`src/rtl/fifo_rd_packer_pkg.sv`:
```
// fifo_pkg: shared defaults and helpers for the FIFO read-side packer
//   DATA_WIDTH / PACK_RATIO : default word width and words per beat
//   CNT_W                   : width of a 0..PACK_RATIO lane counter
//   keep_mask(n)            : contiguous lane mask with the low n lanes set
package fifo_pkg;
    localparam int DATA_WIDTH = 32;
    localparam int PACK_RATIO = 4;
    localparam int CNT_W = $clog2(PACK_RATIO + 1);

    function automatic logic [31:0] keep_mask(input int unsigned n);
        return (32'd1 << n) - 32'd1;
    endfunction
endpackage

```
`src/rtl/fifo_rd_packer_if.sv`:
```
// fifo_rd_packer_if: packed-beat valid/ready stream
//   data  : DATA_WIDTH*PACK_RATIO packed beat, lane 0 in the low bits
//   keep  : per-lane valid mask
//   valid : beat valid (master -> slave)
//   ready : beat accept (slave -> master)
interface fifo_rd_packer_if
    import fifo_pkg::*;
#(
    parameter int DATA_WIDTH = fifo_pkg::DATA_WIDTH,
    parameter int PACK_RATIO = fifo_pkg::PACK_RATIO
);
    logic [DATA_WIDTH*PACK_RATIO-1:0] data;
    logic [PACK_RATIO-1:0]            keep;
    logic                             valid;
    logic                             ready;

    modport master(output data, keep, valid, input ready);
    modport slave(input data, keep, valid, output ready);
endinterface

```
`src/rtl/fifo_rd_packer.sv`:
```
// fifo_rd_packer: drains a show-ahead FIFO and packs PACK_RATIO words per beat
//   rd_clk     : read-domain clock
//   rst        : asynchronous active-high reset
//   fifo_dout  : FIFO head word, valid while fifo_empty=0
//   fifo_empty : FIFO empty flag
//   fifo_rd_en : pop strobe
//   flush      : one-cycle request to emit a partial beat
//   m          : packed output stream (data/keep/valid/ready)
module fifo_rd_packer
    import fifo_pkg::*;
#(
    parameter int DATA_WIDTH = fifo_pkg::DATA_WIDTH,
    parameter int PACK_RATIO = fifo_pkg::PACK_RATIO,
    parameter int TIMEOUT    = 64,
    parameter int IDLE_W     = 16
) (
    input  logic                  rd_clk,
    input  logic                  rst,
    input  logic [DATA_WIDTH-1:0] fifo_dout,
    input  logic                  fifo_empty,
    output logic                  fifo_rd_en,
    input  logic                  flush,
    fifo_rd_packer_if.master      m
);
    localparam int CW = $clog2(PACK_RATIO + 1);

    logic [PACK_RATIO-1:0][DATA_WIDTH-1:0] acc;
    logic [DATA_WIDTH*PACK_RATIO-1:0]      packed_beat;
    logic [CW-1:0]                         cnt;
    logic [CW-1:0]                         wr_lane;
    logic [IDLE_W-1:0]                     idle;
    logic                                  flush_pend;
    logic                                  full;
    logic                                  out_free;
    logic                                  timeout_hit;
    logic                                  xfer;
    logic                                  pop;

    assign full        = cnt == CW'(PACK_RATIO);
    assign out_free    = !m.valid || m.ready;
    assign timeout_hit = (TIMEOUT != 0) && (idle == IDLE_W'(TIMEOUT));
    assign xfer        = out_free && (full || (cnt != '0 && (flush_pend || timeout_hit)));
    // Popping while full is allowed when the beat leaves this cycle: the new word lands in lane 0.
    assign pop         = !rst && !fifo_empty && (!full || xfer);
    assign fifo_rd_en  = pop;
    assign wr_lane     = xfer ? '0 : cnt;

    // Lanes above cnt may hold stale words from an earlier beat, so they are zeroed here.
    for (genvar i = 0; i < PACK_RATIO; i++) begin : g_lane
        assign packed_beat[i*DATA_WIDTH +: DATA_WIDTH] = (CW'(i) < cnt) ? acc[i] : '0;
    end

    always_ff @(posedge rd_clk or posedge rst) begin
        if (rst) begin
            acc        <= '0;
            cnt        <= '0;
            idle       <= '0;
            flush_pend <= 1'b0;
            m.data     <= '0;
            m.keep     <= '0;
            m.valid    <= 1'b0;
        end else begin
            for (int i = 0; i < PACK_RATIO; i++)
                if (pop && wr_lane == CW'(i))
                    acc[i] <= fifo_dout;
            cnt <= xfer ? (pop ? CW'(1) : '0) : (pop ? cnt + CW'(1) : cnt);
            if (xfer) begin
                m.data  <= packed_beat;
                m.keep  <= PACK_RATIO'(keep_mask(32'(cnt)));
                m.valid <= 1'b1;
            end else if (m.ready) begin
                m.valid <= 1'b0;
            end
            // A flush with nothing held and nothing arriving is dropped, so no empty beat exists.
            flush_pend <= xfer ? 1'b0 : ((flush && (cnt != '0 || pop)) ? 1'b1 : flush_pend);
            idle <= (pop || xfer) ? '0
                  : (cnt != '0 && !full && idle != IDLE_W'(TIMEOUT)) ? idle + IDLE_W'(1) : idle;
        end
    end
endmodule

```
`src/flat_wrapper.sv`:
```
// flat-port wrapper written by rule: the top's interface ports become plain ports
module fifo_rd_packer_flat import fifo_pkg::*;
#(
    parameter int DATA_WIDTH = fifo_pkg::DATA_WIDTH,
    parameter int PACK_RATIO = fifo_pkg::PACK_RATIO,
    parameter int TIMEOUT    = 64,
    parameter int IDLE_W     = 16
)
  (rd_clk, rst, fifo_dout, fifo_empty, fifo_rd_en, flush, m_data, m_keep, m_valid, m_ready);
  fifo_rd_packer_if #(.DATA_WIDTH(DATA_WIDTH), .PACK_RATIO(PACK_RATIO)) m_i ();
  input  logic rd_clk;
  input  logic rst;
  input  logic [DATA_WIDTH-1:0] fifo_dout;
  input  logic fifo_empty;
  output logic fifo_rd_en;
  input  logic flush;
  output wire logic [$bits(m_i.data)-1:0] m_data;
  output wire logic [$bits(m_i.keep)-1:0] m_keep;
  output wire logic [$bits(m_i.valid)-1:0] m_valid;
  input wire logic [$bits(m_i.ready)-1:0] m_ready;
  assign m_data = m_i.data;
  assign m_keep = m_i.keep;
  assign m_valid = m_i.valid;
  assign m_i.ready = m_ready;
  fifo_rd_packer #(.DATA_WIDTH(DATA_WIDTH), .PACK_RATIO(PACK_RATIO), .TIMEOUT(TIMEOUT), .IDLE_W(IDLE_W)) u_core (.rd_clk(rd_clk), .rst(rst), .fifo_dout(fifo_dout), .fifo_empty(fifo_empty), .fifo_rd_en(fifo_rd_en), .flush(flush), .m(m_i));
endmodule
```
`config.mk`:
```
export PLATFORM = sky130hd
export DESIGN_NAME = fifo_rd_packer_flat
export DESIGN_NICKNAME = d
export VERILOG_FILES = /design/src/rtl/fifo_rd_packer_pkg.sv /design/src/rtl/fifo_rd_packer_if.sv /design/src/rtl/fifo_rd_packer.sv /design/src/flat_wrapper.sv
export SDC_FILE = /design/constraint.sdc
export NUM_CORES = 1
export LEC_CHECK = 0
export ABC_AREA = 1
export CORE_UTILIZATION = 54
export CTS_BUF_LIST = sky130_fd_sc_hd__clkbuf_4 sky130_fd_sc_hd__clkbuf_8 sky130_fd_sc_hd__clkbuf_16
export CTS_CLUSTER_DIAMETER = 80
export DETAILED_ROUTE_END_ITERATION = 7
export PLACE_DENSITY = 0.8
export SYNTH_ARGS = -nofsm -noshare
export SYNTH_HDL_FRONTEND = slang
export SYNTH_SLANG_ARGS = --single-unit
```
`constraint.sdc`:
```
create_clock -name rd_clk -period 10.4 [get_ports rd_clk]
set_input_delay 1.04 -clock rd_clk [delete_from_list [all_inputs] [get_ports rd_clk]]
set_output_delay 1.04 -clock rd_clk [all_outputs]
set_load 0.01 [all_outputs]
```
==> flow_metrics.py <==
metrics = {
    "routing": {
        "drtIter0Drc": 691,
        "wl_per_cell_um": 16.4,
        "routed_wl_mm": 28.2,
        "dr.pass1.iters": 5,
        "viasPerCell": 5.33,
        "drc": 0,
        "vias": 9150,
        "drtAntennaViolNets": 0,
    },
    "die": {
        "die_area_um2": 21800,
        "fp-row-count": 52,
        "pin_count": 171,
        "coreArea_um2": 20500,
        "start_util": 0.559,
        "die_y_um": 148,
        "fp.dieW_um": 148,
    },
    "global_route": {
        "grt-ovfl-total": 0,
        "grt_pass1_vias": 8877,
        "grt_max_degree": 250,
        "grt_pass1_wl_mm": 45.4,
        "antenna_found_initial": 0,
        "grt_util_all_layers": 0.264,
    },
    "timing": {
        "tns_ns": 0,
        "fmax_ghz": 0.230,
        "slew_violations": 0,
        "fin_crit_sh": 0.418,
        "tightest_slew_ns": 1.12,
        "setup_viol": 0,
        "rsz0062_at_grt": "no",
        "final.setup.worst_slack_ns": 6.05,
        "hold_viol": 0,
        "fin_skew_ns": 0.0115,
        "period_needed_ns": 4.35,
        "slew_headroom": 0.256,
    },
    "place": {
        "post-place-ws_ns": 6.05,
        "numPortBuffers": 170,
        "gp_routability_congestion": 0.824,
        "hpwlAfterDp_mm": 17.0,
    },
    "setup_path": {
        "cp.arrival_ns": 3.31,
        "reg2reg_from": "u_core.cnt[0]$_DFFE_PP0N_",
        "critPathMaxFanout": 41,
        "critPathKind": "in2out",
        "worstSetupStartpointType": "input pin",
        "cp.required_ns": 9.36,
        "worst_setup_path_end_kind": "primary output",
        "worstRegToRegCells": 10,
        "r2r_slack_ns": 6.45,
        "rr_endpoint": "u_core.acc[0]$_DFFE_PP0P_",
    },
    "yosys": {
        "ys_seq_elements": 281,
        "syn_inst": 1296,
        "synth-seq-area-share": 0.614,
        "synth.avg_cell_area_um2": 8.84,
        "yosys.cell_types.count": 27,
        "syn_nets": 1341,
        "yosysWarnings": 0,
        "synth_area_um2": 11500,
    },
    "cts": {
        "cts_sinks": 281,
        "post_cts_buffers": 0,
        "cts_tree": "done",
        "cts.repair.resized": 0,
        "clk_pin_slew_ns": 0.06,
        "cts_buffer_depth": 3,
        "ctsHoldBuffers": 0,
        "h-tree-depth": 1,
        "cts_root_buf": "clkbuf_16",
        "numCtsBuffers": 28,
        "clock_latency_ns": 0.53,
    },
    "status": {
        "status": "complete, no violations",
    },
    "pwr": {
        "power_frac_seq": 0.402,
        "combPwrFrac": 0.360,
        "power_switching_w": 0.00170,
        "pwr_density_cell_nw_per_um2": 320,
        "finalPower_w": 0.00454,
        "p_leak_nw": 6.83,
        "irDropWorstVdd_mv": 0.423,
        "p_clk_frac": 0.238,
        "netSwitchingFraction": 0.375,
        "internal_power_w": 0.00284,
    },
    "final_layout": {
        "layout_common_cells": "621 x nand2_1, 281 x dfrtp_1, 170 x clkdlybuf4s50_1, 82 x o21ai_0, 73 x nand3_1",
        "layout.cells.most_common": "nand2_1",
        "final_layout_size_suffix_gt1_frac": 0.0539,
        "antenna_cells": 0,
        "fin_util": 0.692,
        "syn2layout_area_growth_pct": 23.8,
        "nets": 1471,
    },
    "job": {
        "maxCapViolations": 0,
    },
    "hold_path": {
        "min_from": "u_core.acc[10]$_DFFE_PP0P_",
        "hold_path_end": "u_core.acc[10]$_DFFE_PP0P_",
        "hold_path_class": "reg2reg",
        "holdPathStages": 2,
    },
}
==> worst max-delay path, stage by stage <==
cell             delay, ns
clkdlybuf4s50_1       0.51
nor2_1                0.30
o31ai_4               0.16
inv_2                 0.58
clkdlybuf4s50_1       0.69
==> state kept, by name (all words and copies together), names as in the netlist <==
signal,cells
u_core.acc,128
u_core.m.data,128
u_core.idle,16
u_core.m.keep,4
u_core.cnt,3
u_core.flush_pend,1
u_core.m.valid,1
==> synth_stat cells <==
cell type / instances / share of area
o31ai_4: 1 / 0.0019
nor2_1: 34 / 0.011
nand4_2: 2 / 0.0022
buf_2: 47 / 0.021
buf_4: 9 / 0.0059
nand3_4: 1 / 0.0015
nand2_1: 621 / 0.20
nand3_1: 73 / 0.032
nor3_4: 1 / 0.0014
o21a_1: 1 / 0.00066
clkbuf_1: 17 / 0.0056
o211ai_1: 1 / 0.00066
o21ai_0: 82 / 0.036
o21ai_1: 56 / 0.024
ha_1: 8 / 0.0087
nor2_2: 2 / 0.0011
inv_1: 28 / 0.0092
a21oi_1: 1 / 0.00044
nand2_2: 3 / 0.0016
nor3_1: 2 / 0.00087
buf_6: 3 / 0.0029
nor3b_1: 5 / 0.0033
or2_2: 2 / 0.0011
nand3_2: 2 / 0.0017
inv_2: 4 / 0.0013
dfrtp_1: 281 / 0.61
xor2_1: 9 / 0.0069
==> cell families after synthesis <==
family / Yosys count / synth area share
and+or+nand+nor: 748 / 0.261
DFF: 281 / 0.614
AOI/OAI and AO/OA: 142 / 0.0639
buffers and inverters: 108 / 0.0454
xor gates and xnor gates: 9 / 0.00688
adders and majority gates: 8 / 0.00874
==> routing by layer <==
metal,track usage,routed length [µm],vias to the layer above
met2,0.454,14000,340
li1,-,-,4349
met1,0.357,12000,4423
met3,0.0346,1740,38
met4,0.0629,443,0
met5,0,0,-
==> cell type report <==
cell class                      instances  area [µm²]
Sequential cell                       281        7030
Clock buffer                           40         846
Clock inverter                         12         160
Tap cell                              270         338
Inverter                               32         128
Timing Repair Buffer                  176        1760
Fill cell                            1612        6310
Multi-Input combinational cell        907        3930
==> metrics by stage <==
stage	std cells	area [µm²]	hold slack, ns
after floorplan	1296	11500	0.442
after global placement	1666	13200	0.453
after detailed placement	1666	13200	0.459
after CTS	1718	14200	0.474
after global routing	1718	14200	0.488
final	1718	14200	0.471
==> worst max-delay path by stage <==
stage | start | to | slack (ns) | cells past startpoint
finish | rst | fifo_rd_en | 6.05 | 5
global route | rst | fifo_rd_en | 5.95 | 5
CTS | rst | fifo_rd_en | 6.04 | 5
detailed placement | rst | fifo_rd_en | 6.05 | 5
global placement | rst | fifo_rd_en | 6.06 | 5
floorplan | rst | u_core.acc[0]$_DFFE_PP0P_ | 1.61 | 1
==> power groups by stage <==
stage	registers, W	logic, W	clock network (W)
final	0.00182	0.00164	0.00108
after floorplan	0.00184	0.000964	0
after CTS	0.00182	0.00165	0.00109
after global placement	0.00181	0.00159	0
after detailed placement	0.00182	0.00163	0
after global routing	0.00187	0.00182	0.00113
Power figures use the tool's default switching activity.
